<file path="config.mk">
export PLATFORM = sky130hd
export DESIGN_NAME = systolic_feed_scheduler
export DESIGN_NICKNAME = d
export VERILOG_FILES = /design/src/rtl/systolic_feed_scheduler_pkg.sv /design/src/rtl/systolic_feed_scheduler.sv
export SDC_FILE = /design/constraint.sdc
export NUM_CORES = 1
export LEC_CHECK = 0
export CORE_MARGIN = 4
export CORE_UTILIZATION = 40
export DETAILED_ROUTE_END_ITERATION = 8
export PLACE_DENSITY = 0.74
export SLEW_MARGIN = 10
export SYNTH_ARGS = -nofsm -noshare
export SYNTH_HDL_FRONTEND = slang
export SYNTH_SLANG_ARGS = --single-unit
</file>
<file path="constraint.sdc">
create_clock -name clk -period 3.1 [get_ports clk]
set_input_delay 0.62 -clock clk [delete_from_list [all_inputs] [get_ports clk]]
set_output_delay 0.62 -clock clk [all_outputs]
set_load 0.01 [all_outputs]
</file>
<file path="src/rtl/systolic_feed_scheduler_pkg.sv">
// ============================================================================
//  systolic_feed_scheduler_pkg
//  Shared sizing defaults, FSM state encoding and stream-length helper.
//  Revision: 1.0
// ============================================================================
`default_nettype none

package systolic_feed_scheduler_pkg;

    localparam int ARRAYWIDTH_DEF   = 4;
    localparam int DATASIZE_DEF     = 8;
    localparam int DSP_DELAY_DEF    = 3;
    localparam int DRAIN_CYCLES_DEF = 8;
    localparam int CNT_W_DEF        = 16;

    localparam int STATE_W = 3;

    localparam logic [STATE_W-1:0] S_IDLE   = 3'd0;
    localparam logic [STATE_W-1:0] S_CLEAR  = 3'd1;
    localparam logic [STATE_W-1:0] S_LOAD   = 3'd2;
    localparam logic [STATE_W-1:0] S_STREAM = 3'd3;
    localparam logic [STATE_W-1:0] S_DRAIN  = 3'd4;
    localparam logic [STATE_W-1:0] S_DONE   = 3'd5;
    localparam logic [STATE_W-1:0] S_ABORT  = 3'd6;

    // Skewed shift-out of a W-lane bank spans 2W-1 steps of DSP_DELAY cycles.
    function automatic int stream_len(input int array_width, input int dsp_delay);
        return (2 * array_width - 1) * dsp_delay;
    endfunction

    localparam int STREAM_LEN_DEF = stream_len(ARRAYWIDTH_DEF, DSP_DELAY_DEF);

endpackage

`default_nettype wire

</file>
<file path="src/rtl/systolic_feed_scheduler.sv">
// ============================================================================
//  systolic_feed_scheduler
//  Clears, loads and streams one operand tile into an input shifter bank.
//  Revision: 1.0
// ============================================================================
`default_nettype none

module systolic_feed_scheduler
    import systolic_feed_scheduler_pkg::*;
#(
    parameter int ARRAYWIDTH   = ARRAYWIDTH_DEF,
    parameter int DATASIZE     = DATASIZE_DEF,
    parameter int DSP_DELAY    = DSP_DELAY_DEF,
    parameter int DRAIN_CYCLES = DRAIN_CYCLES_DEF,
    parameter int CNT_W        = CNT_W_DEF
) (
    input  logic                           clk,
    input  logic                           rst_n,
    input  logic                           start,
    input  logic                           abort,
    output logic                           busy,
    output logic                           done,
    input  logic                           in_valid,
    output logic                           in_ready,
    input  logic [ARRAYWIDTH*DATASIZE-1:0] in_data,
    output logic                           sh_clr,
    output logic                           sh_load_en,
    output logic                           sh_out_en,
    output logic [ARRAYWIDTH*DATASIZE-1:0] sh_data,
    output logic [CNT_W-1:0]               load_beat
);

    localparam int              STREAM_LEN  = stream_len(ARRAYWIDTH, DSP_DELAY);
    localparam logic [CNT_W-1:0] STREAM_LAST = CNT_W'(STREAM_LEN - 1);
    localparam logic [CNT_W-1:0] DRAIN_LAST  = CNT_W'((DRAIN_CYCLES > 0) ? DRAIN_CYCLES - 1 : 0);
    localparam logic [CNT_W-1:0] BEAT_LAST   = CNT_W'(ARRAYWIDTH - 1);

    logic [STATE_W-1:0] state_q, state_d;
    logic [CNT_W-1:0]   cnt_q,   cnt_d;
    logic [CNT_W-1:0]   beat_q,  beat_d;
    logic               accept;

    always_ff @(posedge clk or negedge rst_n) begin
        if (!rst_n) begin
            state_q <= S_IDLE;
            cnt_q   <= '0;
            beat_q  <= '0;
        end else begin
            state_q <= state_d;
            cnt_q   <= cnt_d;
            beat_q  <= beat_d;
        end
    end

    // One down-counter paces both STREAM and DRAIN; it is reloaded on entry to each.
    always_comb begin
        state_d = state_q;
        cnt_d   = cnt_q;
        beat_d  = beat_q;
        if (abort && (state_q != S_IDLE) && (state_q != S_ABORT)) begin
            state_d = S_ABORT;
        end else begin
            case (state_q)
                S_IDLE: begin
                    if (start) begin
                        state_d = S_CLEAR;
                        beat_d  = '0;
                    end
                end
                S_CLEAR: state_d = S_LOAD;
                S_LOAD: begin
                    if (accept) begin
                        beat_d = beat_q + CNT_W'(1);
                        if (beat_q == BEAT_LAST) begin
                            state_d = S_STREAM;
                            cnt_d   = STREAM_LAST;
                        end
                    end
                end
                S_STREAM: begin
                    if (cnt_q == '0) begin
                        if (DRAIN_CYCLES == 0) begin
                            state_d = S_DONE;
                        end else begin
                            state_d = S_DRAIN;
                            cnt_d   = DRAIN_LAST;
                        end
                    end else begin
                        cnt_d = cnt_q - CNT_W'(1);
                    end
                end
                S_DRAIN: begin
                    if (cnt_q == '0) begin
                        state_d = S_DONE;
                    end else begin
                        cnt_d = cnt_q - CNT_W'(1);
                    end
                end
                S_DONE:  state_d = S_IDLE;
                S_ABORT: state_d = S_IDLE;
                default: state_d = S_IDLE;
            endcase
        end
    end

    // Enable is combinational so the beat and its load strobe reach the shifters together.
    always_comb begin
        busy       = (state_q != S_IDLE);
        done       = (state_q == S_DONE);
        sh_clr     = (state_q == S_CLEAR) || (state_q == S_ABORT);
        sh_out_en  = (state_q == S_STREAM);
        in_ready   = (state_q == S_LOAD) && !abort;
        accept     = in_ready && in_valid;
        sh_load_en = accept;
        sh_data    = in_data;
        load_beat  = beat_q;
    end

endmodule

`default_nettype wire
</file>
* Word level (Yosys, flattened, before mapping)
Cells that the tools add are included.
Word-level totals: output and inout bits 54, register bits 35
Operators by class: mux-type cells 15, reduce and logical (&&, ||, !) cells 14, bitwise operators 1, add/sub/neg operators 2, equal/unequal tests 17
Operators with widths (number):
- two-way mux 16 bit | 6
- one-hot mux 16 bit (3 select lines) | 1
- one-hot mux 16 bit (2 select lines) | 1
- two-way mux 3 bit | 6
- adder 16 x 1 -> 16 bit, second input constant | 1
- == test 16 x 2 -> 1 bit, second input constant | 1
- logical NOT 16 bit | 1
- subtractor 16 x 1 -> 16 bit, second input constant | 1
- inequality test 3 bit, second input constant | 5
- one-hot mux 3 bit (5 select lines) | 1
- AND reduction 5 bit | 2
- == test 3 bit, second input constant | 3
- inequality test 2 bit, second input constant | 4
- == test 3 x 2 -> 1 bit, second input constant | 2
- nonzero test 3 bit | 2
- logical AND 1 bit | 4
- AND reduction 4 bit | 1
- == test 3 x 1 -> 1 bit, second input constant | 1
- logical NOT 3 bit | 1
- inequality test 3 x 1 -> 1 bit, second input constant | 1
- nonzero test 2 bit | 1
- logical NOT 1 bit | 1
- logical OR 1 bit | 1
- inverter 1 bit | 1

* Depth between registers and ports, before layout
Gate-level depths: netlist (run 1).
word-level depth 6, gate-level depth with buffers 9, mapped depth without buffers 7

* Worst setup path after synthesis (run 1)
Ideal clock, no wire load.
kind reg2reg, start point register cnt_q[0], end point register cnt_q[10], data required time 3.022 ns, stages on the path, launching flop included 9, arrival 2.178 ns, buffers on the path 1, setup slack 0.845 ns, cells stage by stage dfrtp_1 inv_1 ha_1 or3b_1 or2_1 clkbuf_2 or3_1 or4_1 a21oi_1
On the way: cells in the longest elaborated chain, start to end 3, elaborated cells between the ends (all ways) 7, those cells by class add/sub: 1; eq/ne: 1; mux: 3; reduce/logical: 2
Ends and longest elaborated chain:
- from (decl) | RTL line systolic_feed_scheduler.sv:39 | logic [CNT_W-1:0] cnt_q, cnt_d;
- from (signal assigned) | RTL line systolic_feed_scheduler.sv:50 | cnt_q <= cnt_d;
- subtractor 16 x 1 -> 16 bit / logical NOT 16 bit (equally long branches)
- two-way mux 16 bit (tied with other cells) | RTL line systolic_feed_scheduler.sv:93 | if (cnt_q == '0) begin
- one-hot mux 16 bit (3 select lines) / AND reduction 5 bit (equally long branches)
Parallel ways exist; a longest one is shown, timed or not. The select of a mux whose other input is x is not followed. A chain may end at the register's enable or synchronous reset.

* Final worst setup path (run 1)
start point register state_q[1], end point output port sh_load_en
On the way: cells in the longest elaborated chain, start to end 3
Ends and longest elaborated chain:
- from (decl) | RTL line systolic_feed_scheduler.sv:38 | logic [STATE_W-1:0] state_q, state_d;
- from (signal assigned) | RTL line systolic_feed_scheduler.sv:49 | state_q <= state_d;
- == test 3 x 2 -> 1 bit | RTL line systolic_feed_scheduler.sv:112 | in_ready = (state_q == S_LOAD) && !abort;
- logical AND 1 bit | RTL line systolic_feed_scheduler.sv:112
- logical AND 1 bit | RTL line systolic_feed_scheduler.sv:113 | accept = in_ready && in_valid;
- to (decl) | RTL line systolic_feed_scheduler.sv:27 | output logic sh_load_en,
No other way between the ends.

==> flow_summary.ini, run 1 <==
[die]
top_level_ports = 91
die_h_um = 84.6
start_util_pct = 41.9
die_width_um = 84.6
floorplan.core_area_um2 = 5610
rows = 27
fp.dieArea_um2 = 7160

[yosys]
synth_top_flop_cell = sky130_fd_sc_hd__dfrtp_1
edff_count_synth = 0
synth.top_cell.area_share_pct = 37.3
synth.cell_area_um2 = 2350
synthTopCellsByArea = sky130_fd_sc_hd__dfrtp_1 (37%), sky130_fd_sc_hd__buf_4 (10%), sky130_fd_sc_hd__nor2_1 (4.8%), sky130_fd_sc_hd__xor2_1 (4.1%), sky130_fd_sc_hd__a21oi_1 (3.2%)
synth.avg_cell_area_um2 = 8.70
synth_fp_nets = 310
synth_cell_type_count = 48
synth_cells = 270
cell_taking_the_most_area_after_synthesis = sky130_fd_sc_hd__dfrtp_1
synth-async-reset-ratio_pct = 100
synth_seq_cells = 35
synth-seq-area-share_pct = 37.3
yosys_warnings = 0

[critical_path]
cp-end-kind = output port
max_stage_delay_ns = 0.59
crit_type = reg -> out
crit_required_ns = 2.48
critical_path_peak_fanout = 13
start_kind = flip-flop
slowest_stage = sky130_fd_sc_hd__clkdlybuf4s50_1
cp.buffers_inverters = 1
crit_path_cell_trace = or3b_1 > nor3b_2 > clkdlybuf4s50_1
crit_arrival_ns = 2.12
cp_top_family = simple AND/OR/NAND/NOR gates

[place]
post_dp_cell_area_um2 = 2460
dpl_worst_slack_ns = 0.445
routabilityCongestion = 0.835
port-buffer-count = 26
placed_insts = 331
total_half_perimeter_wirelength_after_legalization_and_detailed_placement_um = 3410

[power]
p_per_area_nw_per_um2 = 680
static-leakage-power_nw = 1.06
largest_vdd_supply_drop_mv = 0.399

[sta]
skew_ns = 0.00642
totalNegativeSetupSlack_ns = 0
setup_violations = 0
final_critical_path_setup_slack_ns = 0.360
final_min_period_over_clock_period_pct = 88.4
drv_slew = 0
grt_setup_unrepaired = false
fin_worst_hold_slack_ns = 0.533
hold_viol_final = 0
timing_worst_slew_pin_value_ns = 0.495
slew_headroom_pct = 67.0
finalCriticalPeriod_ns = 2.74
achievable-frequency_ghz = 0.365

[cts]
post_cts_hold_buffer_count = 0
cell_at_the_root_of_the_clock_tree = sky130_fd_sc_hd__clkbuf_8
clk_transition_reported_paths_ns = 0.07
maximum_buffer_depth_of_the_clock_tree = 2
clk-insertion-delay-late_ns = 0.29
post-cts-setup-buffers = 0
clkSinkCount = 35
h_tree_depth = 2
clock_tree_from_tritoncts = done
ctsResizeCount = 0
numCtsBuffers = 5

[route]
detail_route.first_pass.iterations = 4
routed_wirelength_um = 4780
via_count = 1846
drt-wirelength-per-cell_um = 14.1
number_of_nets_still_failing_antenna_checks_after_routing = 0
via_per_inst = 5.45
initialDrtViolationCount = 110
remaining_drc_errors = 0

[grt]
grt_overflow = 0
grt_util_all_layers_pct = 14.2
grt_pass1_wl_um = 8390
grt_antenna_before_repair = 0
grt_start_max_net_pins = 36
grt_pass1_vias = 1812

[final_layout]
finalInstanceArea_um2 = 2550
antennaDiodeCount = 0
layoutNonFillerInstCount = 339
design.final.nets = 306
layout.filler_cells = 552
drive_above_1_share_pct = 6.74
syn2layout_area_growth_pct = 8.58

[min_path]
worstHoldPathType = reg -> reg

[run]
maxCapViolations = 0

[run_status]
status = finished, final reports clean
==> kinds of logic after synthesis <==
group,after synthesis,share of synthesized area (%)
AOI/OAI and AO/OA,44,12.7
xor gates and xnor gates,14,5.22
muxes,4,1.70
buffers and inverters,52,13.6
adders and majority gates,3,1.60
and+or+nand+nor,118,27.8
DFF,35,37.3
==> final timing paths <==
path                           endpoint  depth (start not counted)  slack (ns)          from
max                          sh_load_en                          3        0.36    state_q[1]
min in group asynchronous      cnt_q[5]                          2        0.75         rst_n
min                        load_beat[0]                          1        0.53  load_beat[0]
max reg2reg                   cnt_q[10]                          7        0.70      cnt_q[0]
max in group asynchronous      cnt_q[2]                          2        2.03         rst_n
min reg2reg                load_beat[0]                          1        0.53  load_beat[0]
==> cell type report <==
type	instances	area (µm²)	share of cell area [%]
inverter	7	26.3	1.03
clock inverter	2	12.5	0.491
multi-input combinational	183	1150	45.2
timing repair buffer	34	320	12.6
tap	72	90.1	3.53
clock buffer	6	72.6	2.85
sequential	35	876	34.3
==> Yosys cell counts, drive strengths merged, types with 2 or more instances <==
cell type	instances
a211oi	2
a21oi	15
a22o	2
and2	2
and3	5
and4	3
buf	35
clkbuf	10
dfrtp	35
ha	3
inv	7
mux2i	4
nand2	19
nand2b	7
nand3	5
nand4	4
nor2	30
nor2b	3
nor3	6
nor3b	3
nor4	7
nor4b	2
o211ai	3
o21ai	6
o22a	2
o31ai	6
or2	2
or3	4
or3b	2
or4	11
xnor2	3
xor2	11
==> metrics by stage <==
step | utilization [%] | power (mW)
2_1_floorplan | - | 1.24
3_3_place_gp | 44.0 | 1.40
3_5_place_dp | 44.0 | 1.42
4_1_cts | 45.5 | 1.75
5_1_grt | 45.5 | 1.89
6_report | 45.5 | 1.73
==> routing by layer <==
layer	part of all wire (%)	up-vias	GRT usage, %
li1	-	921	-
met1	45	871	17.7
met2	48	42	23.7
met3	5.7	12	2.75
met4	2.0	0	6.62
met5	0	-	0
==> cells in the final DEF, fill, tap and decap left out, drive strengths merged, types with 7 or more instances in the layout <==
cell type / count
buf: 8
nor2: 30
inv: 7
nor4: 7
a21oi: 15
nand2: 19
dfrtp: 35
nand2b: 7
clkdlybuf4s50: 26
xor2: 11
or4: 11
==> power by group <==
group / total, mW / internal [mW] / leakage (nW) / switching, mW
logic: 0.667 / 0.315 / 0.559 / 0.352
clock network: 0.325 / 0.157 / 0.0412 / 0.168
registers: 0.743 / 0.577 / 0.459 / 0.166
total: 1.73 / 1.05 / 1.06 / 0.686
==> registers in the layout, indices dropped and copies added, names as in the netlist <==
signal	flops
state_q	3
load_beat	16
cnt_q	16
No activity file was read; power rests on OpenSTA's default activity.
==> inputs of run 2 (changes only) <==
- GPL_ROUTABILITY_DRIVEN: not set -> 1
- HOLD_SLACK_MARGIN: not set -> 0.12
==> results of run 2 <==
Same layout as run 1: the final DEF is identical, and so are final timing and power.
==> inputs of run 3 (changes only) <==
- ABC_CLOCK_PERIOD_IN_PS: not set -> 3100
==> results of run 3 <==
Same layout as run 1: the final DEF is identical, and so are final timing and power.
